### src/rtl/lfsr_scrambler_multi.sv
// Additive LFSR scrambler/descrambler on AXI-Stream with per-frame mode/seed latching,
// seed recovery from known-zero leading bits, tail zeroing and a 2-entry output skid buffer.
module lfsr_scrambler_multi #(
  parameter int unsigned         WIDTH       = 24,
  parameter int unsigned         LFSR_LEN    = 7,
  parameter logic [LFSR_LEN-1:0] POLY        = 7'b1001000,
  parameter logic [LFSR_LEN-1:0] SEED        = 7'b1011101,
  parameter int unsigned         TUSER_WIDTH = 4,
  parameter int unsigned         TAIL_BITS   = 7
) (
  input  logic                   aclk,
  input  logic                   aresetn,
  input  logic [1:0]             cfg_mode,
  input  logic                   cfg_seed_sel,
  input  logic [LFSR_LEN-1:0]    cfg_seed,
  input  logic [WIDTH-1:0]       s_axis_tdata,
  input  logic [TUSER_WIDTH-1:0] s_axis_tuser,
  input  logic                   s_axis_tlast,
  input  logic                   s_axis_tvalid,
  output logic                   s_axis_tready,
  output logic [WIDTH-1:0]       m_axis_tdata,
  output logic [TUSER_WIDTH-1:0] m_axis_tuser,
  output logic                   m_axis_tlast,
  output logic                   m_axis_tvalid,
  input  logic                   m_axis_tready,
  output logic [LFSR_LEN-1:0]    rec_seed
);

  typedef enum logic {ST_START, ST_IN_FRAME} state_e;
  typedef enum logic [1:0] {MODE_BYPASS = 2'd0, MODE_SCRAMBLE = 2'd1, MODE_RECOVER = 2'd2} mode_e;

  state_e                state_q, state_d;
  mode_e                 mode_q, mode_d;
  logic [LFSR_LEN-1:0]   lfsr_q, lfsr_d;
  logic [LFSR_LEN-1:0]   rec_seed_q, rec_seed_d;

  logic [WIDTH-1:0]       buf_data_q [2];
  logic [WIDTH-1:0]       buf_data_d [2];
  logic [TUSER_WIDTH-1:0] buf_user_q [2];
  logic [TUSER_WIDTH-1:0] buf_user_d [2];
  logic [1:0]             buf_last_q, buf_last_d;
  logic                   wr_ptr_q, wr_ptr_d;
  logic                   rd_ptr_q, rd_ptr_d;
  logic [1:0]             count_q, count_d;
  logic                   ready_q, ready_d;

  logic                  accept;
  logic                  drain;
  logic                  at_start;
  logic                  recover_start;
  mode_e                 cfg_mode_dec;
  mode_e                 cur_mode;
  logic [LFSR_LEN-1:0]   seed_sel;
  logic [LFSR_LEN-1:0]   st;
  logic [LFSR_LEN-1:0]   rec_val;
  logic                  fb;
  logic [WIDTH-1:0]      out_data;

  assign accept = s_axis_tvalid & ready_q;
  assign drain  = (count_q != 2'd0) & m_axis_tready;

  // Bit-serial keystream for one beat; bit 0 is oldest in time.
  always_comb begin
    cfg_mode_dec  = (cfg_mode == 2'd3) ? MODE_BYPASS : mode_e'(cfg_mode);
    seed_sel      = cfg_seed_sel ? cfg_seed : SEED;
    at_start      = (state_q == ST_START);
    cur_mode      = at_start ? cfg_mode_dec : mode_q;
    recover_start = at_start && (cur_mode == MODE_RECOVER);
    st            = at_start ? seed_sel : lfsr_q;
    out_data      = s_axis_tdata;
    fb            = 1'b0;
    rec_val       = '0;
    for (int unsigned j = 0; j < LFSR_LEN; j++) begin
      rec_val[LFSR_LEN-1-j] = s_axis_tdata[j];
    end
    if (cur_mode != MODE_BYPASS) begin
      for (int unsigned k = 0; k < WIDTH; k++) begin
        // Leading bits of a recovered frame are the keystream itself; shift them in directly.
        if (recover_start && (k < LFSR_LEN)) begin
          out_data[k] = 1'b0;
          st          = {st[LFSR_LEN-2:0], s_axis_tdata[k]};
        end else begin
          fb          = ^(st & POLY);
          out_data[k] = s_axis_tdata[k] ^ fb;
          st          = {st[LFSR_LEN-2:0], fb};
        end
        if ((cur_mode == MODE_SCRAMBLE) && s_axis_tlast && (k + TAIL_BITS >= WIDTH)) begin
          out_data[k] = 1'b0;
        end
      end
    end
  end

  always_comb begin
    state_d    = state_q;
    mode_d     = mode_q;
    lfsr_d     = lfsr_q;
    rec_seed_d = rec_seed_q;
    if (accept) begin
      lfsr_d = st;
      if (at_start) begin
        mode_d  = cur_mode;
        state_d = s_axis_tlast ? ST_START : ST_IN_FRAME;
        if (cur_mode == MODE_SCRAMBLE) begin
          rec_seed_d = seed_sel;
        end else if (cur_mode == MODE_RECOVER) begin
          rec_seed_d = rec_val;
        end
      end else if (s_axis_tlast) begin
        state_d = ST_START;
      end
    end
  end

  // Ready is registered from the next occupancy so it only drops when both entries are full.
  always_comb begin
    buf_data_d = buf_data_q;
    buf_user_d = buf_user_q;
    buf_last_d = buf_last_q;
    wr_ptr_d   = wr_ptr_q;
    rd_ptr_d   = rd_ptr_q;
    if (accept) begin
      buf_data_d[wr_ptr_q] = out_data;
      buf_user_d[wr_ptr_q] = s_axis_tuser;
      buf_last_d[wr_ptr_q] = s_axis_tlast;
      wr_ptr_d             = ~wr_ptr_q;
    end
    if (drain) begin
      rd_ptr_d = ~rd_ptr_q;
    end
    count_d = count_q + {1'b0, accept} - {1'b0, drain};
    ready_d = (count_d != 2'd2);
  end

  always_ff @(posedge aclk or negedge aresetn) begin
    if (!aresetn) begin
      state_q    <= ST_START;
      mode_q     <= MODE_BYPASS;
      lfsr_q     <= '0;
      rec_seed_q <= '0;
      for (int unsigned i = 0; i < 2; i++) begin
        buf_data_q[i] <= '0;
        buf_user_q[i] <= '0;
      end
      buf_last_q <= '0;
      wr_ptr_q   <= 1'b0;
      rd_ptr_q   <= 1'b0;
      count_q    <= '0;
      ready_q    <= 1'b0;
    end else begin
      state_q    <= state_d;
      mode_q     <= mode_d;
      lfsr_q     <= lfsr_d;
      rec_seed_q <= rec_seed_d;
      buf_data_q <= buf_data_d;
      buf_user_q <= buf_user_d;
      buf_last_q <= buf_last_d;
      wr_ptr_q   <= wr_ptr_d;
      rd_ptr_q   <= rd_ptr_d;
      count_q    <= count_d;
      ready_q    <= ready_d;
    end
  end

  assign s_axis_tready = ready_q;
  assign m_axis_tvalid = (count_q != 2'd0);
  assign m_axis_tdata  = buf_data_q[rd_ptr_q];
  assign m_axis_tuser  = buf_user_q[rd_ptr_q];
  assign m_axis_tlast  = buf_last_q[rd_ptr_q];
  assign rec_seed      = rec_seed_q;

endmodule
### config.mk
export PLATFORM = sky130hd
export DESIGN_NAME = lfsr_scrambler_multi
export DESIGN_NICKNAME = d
export VERILOG_FILES = /design/src/rtl/lfsr_scrambler_multi.sv
export SDC_FILE = /design/constraint.sdc
export NUM_CORES = 1
export LEC_CHECK = 0
export ABC_AREA = 1
export CORE_UTILIZATION = 50
export DETAILED_ROUTE_END_ITERATION = 12
export GPL_TIMING_DRIVEN = 1
export PLACE_DENSITY = 0.82
export SLEW_MARGIN = 30
export SYNTH_ARGS = -nofsm -noshare
export SYNTH_HDL_FRONTEND = slang
export SYNTH_SLANG_ARGS = --single-unit
### constraint.sdc
create_clock -name aclk -period 3.4 [get_ports aclk]
set_input_delay 0.34 -clock aclk [delete_from_list [all_inputs] [get_ports aclk]]
set_output_delay 0.34 -clock aclk [all_outputs]
set_load 0.05 [all_outputs]
# After elaboration in Yosys (flattened, before gate mapping)
# Cells that the tools add are included.
dict set report word_totals {
  reg_bits 80
  word_cells 159
  output_inout_bits 38
}
dict set report classes {
  n_reduce_logical 33
  n_eq_ne 4
  addsub 2
  n_bitwise 31
  magnitude_cmp 6
  muxes 70
}
# operator count
set op_table {}
lappend op_table {{two-way mux 7 bit} 28}
lappend op_table {{XOR reduction 7 bit} 24}
lappend op_table {{two-way mux 24 bit} 5}
lappend op_table {{bitwise mux 48 bit} 1}
lappend op_table {{two-way mux 1 bit} 25}
lappend op_table {{demux 24 bit (select 1 bit)} 1}
lappend op_table {{XOR 1 bit} 24}
lappend op_table {{two-way mux 4 bit} 4}
lappend op_table {{bitwise mux 8 bit} 1}
lappend op_table {{nonzero test 2 bit} 3}
lappend op_table {{demux 4 bit (select 1 bit)} 1}
lappend op_table {{== test 2 bit (second input constant)} 2}
lappend op_table {{>= comparator 2 bit (second input constant)} 2}
lappend op_table {{logical AND 1 bit} 4}
lappend op_table {{less-than comparator 1 x 2 -> 1 bit (second input constant)} 2}
lappend op_table {{two-way mux 2 bit} 2}
lappend op_table {{NOT 1 -> 2 bit} 2}
lappend op_table {{NOT 1 bit} 3}
lappend op_table {{AND reduction 3 bit} 1}
lappend op_table {{adder 2 x 1 -> 2 bit} 1}
lappend op_table {{bitwise AND 1 bit} 2}
lappend op_table {{bitwise mux 2 bit} 1}
lappend op_table {{== test 2 x 1 -> 1 bit (second input constant)} 1}
lappend op_table {{less-than comparator 2 x 1 -> 1 bit (second input constant)} 1}
lappend op_table {{other kinds (5)} 5}

# Logic depth before layout (Yosys ltp)
dict set report logic_depth {
  depth_word 62
  ltp_mapped 22
  mapped_depth_nobuf 20
}

# Worst setup path after synthesis
# OpenSTA, ideal clock, no wires.
dict set report synth_timing {
  path_type {register to register}
  from {register state_q}
  to {register buf_data_q[43] in the netlist's numbering}
  path_slack_ns 0.859
  stages_incl_launch_ff 21
  arrival_ns 2.422
  synth_period_minus_slack_ns 2.541
  cell_sequence {dfrtp_1 > buf_6 > buf_4 > o21ai_0 > inv_1 > ha_1 > nand2_4 > inv_1 > buf_4 > nand2_1 > nand2_2 > inv_1 > nand3_2 > nand2_1 > nand2_2 > nand3_1 > nand2_1 > nand2_1 > nand2_1 > nand4_1 > nand2_1}
}
dict set report synth_between {
  elab_chain_len 32
  word_cells_on_any_way 47
  cone_classes {2 x eq/ne; 29 x mux; 2 x bitwise; 14 x reduce/logical}
}
# item line_no
set synth_rtl {}
lappend synth_rtl {{from (decl)} 32} ;# state_e state_q, state_d;
lappend synth_rtl {{from (signal assigned)} 151} ;# state_q <= state_d;
lappend synth_rtl {{two-way mux 2 bit (*)} 67} ;# cur_mode = at_start ? cfg_mode_dec : mode_q;
lappend synth_rtl {{named net cur_mode[0]} 52} ;# mode_e cur_mode;
lappend synth_rtl {{== test 2 bit} 68} ;# recover_start = at_start && (cur_mode == MODE_RECOVER);
lappend synth_rtl {{logical AND 1 bit} 68}
lappend synth_rtl {{two-way mux 1 bit} 79} ;# if (recover_start && (k < LFSR_LEN)) begin
lappend synth_rtl {{two-way mux 7 bit (4 in a row)} 76} ;# if (cur_mode != MODE_BYPASS) begin
lappend synth_rtl {{XOR reduction 7 bit} 83} ;# fb = ^(st & POLY);
lappend synth_rtl {{two-way mux 1 bit} 79}
lappend synth_rtl {{(+10 left out)} n/a}
lappend synth_rtl {{two-way mux 7 bit (2 in a row)} 76}
lappend synth_rtl {{XOR reduction 7 bit or two-way mux 7 bit (tied branches)} {83, 76}}
lappend synth_rtl {{two-way mux 7 bit (4 in a row)} 76}
lappend synth_rtl {{XOR reduction 7 bit} 83}
lappend synth_rtl {{XOR 1 bit} 84} ;# out_data[k] = s_axis_tdata[k] ^ fb;
lappend synth_rtl {{two-way mux 1 bit} 87} ;# if ((cur_mode == MODE_SCRAMBLE) && s_axis_tlast && (k + TAIL_BITS >= WIDTH)) begin
lappend synth_rtl {{two-way mux 24 bit (*)} 76}
lappend synth_rtl {{bitwise mux 48 bit (*)} 123} ;# buf_data_d[wr_ptr_q] = out_data;
lappend synth_rtl {{to (signal assigned)} 155} ;# buf_data_q <= buf_data_d;
lappend synth_rtl {{to (decl)} 37} ;# logic [WIDTH-1:0] buf_data_q [2];
# Mark *: on every way through the listed nets, which the timed path passes. The rest lies on a longest branch. The select of a mux whose other input is x is not followed.
# A chain may end at the register's enable or synchronous reset.

# Final worst setup path
dict set report layout_timing {
  from {input cfg_mode[0]}
  to {register buf_data_q[19] in the netlist's numbering}
}
dict set report layout_between {
  elab_chain_len 34
  word_cells_on_any_way 44
  cone_classes {3 x eq/ne; 29 x mux; 1 x bitwise; 11 x reduce/logical}
}
# item line_no
set layout_rtl {}
lappend layout_rtl {{from (decl)} 13} ;# input logic [1:0] cfg_mode,
lappend layout_rtl {{== test 2 bit} 64} ;# cfg_mode_dec = (cfg_mode == 2'd3) ? MODE_BYPASS : mode_e'(cfg_mode);
lappend layout_rtl {{two-way mux 2 bit (*)} 64}
lappend layout_rtl {{two-way mux 2 bit (*)} 67}
lappend layout_rtl {{named net cur_mode[0]} 52}
lappend layout_rtl {{== test 2 bit} 68}
lappend layout_rtl {{logical AND 1 bit} 68}
lappend layout_rtl {{two-way mux 1 bit} 79}
lappend layout_rtl {{two-way mux 7 bit (4 in a row)} 76}
lappend layout_rtl {{(+12 left out)} n/a}
lappend layout_rtl {{two-way mux 7 bit (2 in a row)} 76}
lappend layout_rtl {{XOR reduction 7 bit or two-way mux 7 bit (tied branches)} {83, 76}}
lappend layout_rtl {{two-way mux 7 bit (4 in a row)} 76}
lappend layout_rtl {{XOR reduction 7 bit} 83}
lappend layout_rtl {{XOR 1 bit} 84}
lappend layout_rtl {{two-way mux 1 bit} 87}
lappend layout_rtl {{two-way mux 24 bit (*)} 76}
lappend layout_rtl {{bitwise mux 48 bit (*)} 123}
# Marks and branches as above.

==> summary.txt <==
Worst setup path
  – Crit-path max FO: 7
  – R2r worst-path depth: 19
  – CP Launch Type: input port
  – Arrival time worst endpoint: 3.11 ns
  – Reg2Reg Launch Point: state_q
  – Crit-path cells: clkdlybuf4s50_1 -> nand2_1 -> o21ai_0 -> inv_1 -> ha_1 -> nand2_4 -> inv_1 -> buf_4 -> nand2_1 -> nand2_4 -> inv_2 -> nand2_1 -> nand2_2 -> nand2_2 -> nand2_2 -> nand2_1 -> nand2_1 -> nand2_1 -> nand2_1 -> nand4_1 -> nand2_1
  – CP Buf/Inv Count: 5
  – Max incr delay on CP: 0.49 ns
  – R2r endpoint: buf_data_q[19]
  – WP data required: 3.71 ns
  – Setup crit end kind: register
  – Internal reg-to-reg setup slack: 0.61 ns
  – Setup Crit Path Kind: input port to register
  – Crit path max-delay cell type: clkdlybuf4s50_1
  – Top delay family on crit path: simple AND/OR/NAND/NOR gates
  – Crit-path most repeated cell: nand2_1

Placed design
  – DP Wirelength: 9.79 mm
  – I/O Buffers: 80
  – GP Congestion: 0.969

Floorplanning
  – I/O pin cnt: 81
  – Die area: 0.0102 sq mm
  – Core Footprint: 0.00937 sq mm
  – Die Height: 101 um
  – Die width: 101 um
  – Initial Util: 0.524
  – # rows: 35

Clock tree
  – Clock root cell: clkbuf_8
  – Clk_lat worst skew: 0.36 ns
  – Cts hold-fix bufs: 0
  – CTS Buf Count: 9
  – TritonCTS clock tree: built
  – Clock sinks: 80
  – Clock buffer depth: 2
  – H-tree Lvls: 3
  – CTS clock-pin slew for the worst setup and hold paths: 0.09 ns
  – Cts repair resizes: 0
  – Setup repair bufs after CTS: 0

Timing
  – Slew HR: 0.400
  – Layout Skew: 0.0190 ns
  – Setup TNS: 0 ns
  – F_max: 0.357 GHz
  – Endpoints failing setup: 0
  – Slew Viols, Final: 0
  – Final Hold Vio Count: 0
  – Period utilisation layout: 0.825
  – Crit path time final: 2.80 ns
  – RSZ-0062 raised after global routing: no
  – Worst-Margin Slew: 0.899 ns

Yosys
  – Mapped Area: 0.00491 sq mm
  – Largest family of logic cells by synthesized area: simple AND/OR/NAND/NOR gates
  – Synth Area in Simple Gates: 0.391
  – Syn Inst Count: 692
  – Mux cell area share after synthesis: 0
  – XOR/XNOR Fraction of Synth Area: 0.0214
  – Synth unique cells: 35
  – Synth warn: 0
  – Mapped Nets: 740
  – Synth Area in Adders: 0.0127
  – Complex-gate fraction of the synthesized area: 0.0894
  – Synth Area per Inst: 7.10 sq um
  – Post-synthesis sequential area ratio: 0.408
  – Synthesized flop and latch total: 80

Layout
  – Total Nets Final: 812
  – Layout cells sized above 1: 0.112
  – Antenna cells: 0
  – Area growth syn-to-layout: 22.0%

Drt
  – DRT iter0 DRCs: 355
  – Vias: 4,799
  – DRT Pass-1 Iters: 5
  – Routed wire per std cell: 14.6 um
  – Aggregate routed wire length: 13.2 mm
  – Met3 Wirelength: 714 um
  – WL met2: 6.31 mm
  – M1 WL: 5.87 mm
  – Final ANT Viol Nets: 0
  – Vias per cell: 5.34
  – Drt drc: 0
  – Highest routed layer: met4

Hold path
  – Worst Hold Class: input port to async pin

Global route
  – Total global-route track usage: 0.275
  – Initial antenna violation count: 0
  – Vias in the first global route: 4,482
  – First-pass GRT wire length: 21.8 mm
  – Global route overflow: 0
  – Largest net degree at the start of global routing: 81

Run
  – Max-cap check violation count: 0

Outcome
  – Status: completed
[Yosys cell counts (all sizes together)]
cell      n  area (sq um)
o22ai     1          6.26
o21bai    1          7.51
xnor2     7          61.3
or2       3          18.8
inv      56           218
nand3    84           483
a31o      1          8.76
a21oi     1          5.00
nor2     19          73.8
buf       8          75.1
a31oi    12          75.1
nand4     9          56.3
dfrtp    80          2000
a21o      1          7.51
clkbuf   23          86.3
nand2   314          1270
ha        5          62.6
clkinv    1          3.75
o21ai    59           329
nand3b    2          15.0
xor2      5          43.8
[kinds of logic (layout without fill, tap and decap cells)]
family | count (synthesis) | count (layout)
simple gates | 431 | 431
flops | 80 | 80
fa+ha+maj | 5 | 5
compound gates | 76 | 76
buf+inv | 88 | 165
xor+xnor | 12 | 12
[registers in the layout, summed over array words and instances, names as in the netlist]
| register | flops |
|---|---|
| rec_seed | 7 |
| count_q | 2 |
| wr_ptr_q | 1 |
| s_axis_tready | 1 |
| lfsr_q | 7 |
| buf_user_q | 8 |
| buf_last_q | 2 |
| mode_q | 2 |
| buf_data_q | 48 |
| rd_ptr_q | 1 |
| state_q | 1 |
[metal layers]
layer | vias up | track usage
met2 | 144 | 0.446
met3 | 26 | 0.0506
li1 | 2347 | -
met4 | 0 | 0.0814
met1 | 2282 | 0.377
met5 | - | 0
[stage by stage]
stage | util | worst slack (ns) | instance area (sq um) | instances | hold slack, ns
6_report | 0.640 | 0.596 | 5990 | 898 | 0.0116
2_1_floorplan | - | 0.859 | 4910 | 692 | 0.0444
3_3_place_gp | 0.619 | 0.379 | 5800 | 882 | 0.455
4_1_cts | 0.639 | 0.627 | 5990 | 898 | 0.183
3_5_place_dp | 0.619 | 0.254 | 5800 | 882 | 0.459
5_1_grt | 0.640 | 0.249 | 5990 | 898 | 0.0694
[worst max path at each step]
stage	from	slack, ns	cells past startpoint	to
after floorplan	state_q	0.86	20	buf_data_q[43]
after global placement	cfg_mode[0]	0.38	21	buf_data_q[19]
after detailed placement	cfg_mode[0]	0.25	21	buf_data_q[19]
after CTS	state_q	0.63	19	buf_data_q[19]
after global routing	cfg_mode[0]	0.25	21	buf_data_q[19]
final	cfg_mode[0]	0.60	21	buf_data_q[19]
[layout by cell type (no fill, tap or decap), types with 7 or more instances in the layout]
cell / instances
nand4_1: 9
dfrtp_1: 80
clkbuf_8: 10
buf_4: 12
nand3_1: 73
nor2_1: 17
inv_1: 52
nand2_1: 284
o21ai_0: 47
nand2_2: 26
nand3_2: 10
clkdlybuf4s50_1: 79
a31oi_1: 12
xnor2_1: 7
[layout make-up]
class / count / area, sq um
Tap cell: 129 / 161
Sequential cell: 80 / 2000
Multi-Input combinational cell: 524 / 2530
Clock buffer: 10 / 138
Fill cell: 884 / 3380
Inverter: 57 / 221
Clock inverter: 6 / 50.0
Timing Repair Buffer: 92 / 892
Power is not shown: default switching activity piles up to over one toggle a cycle in this logic, so the estimate is an artifact.
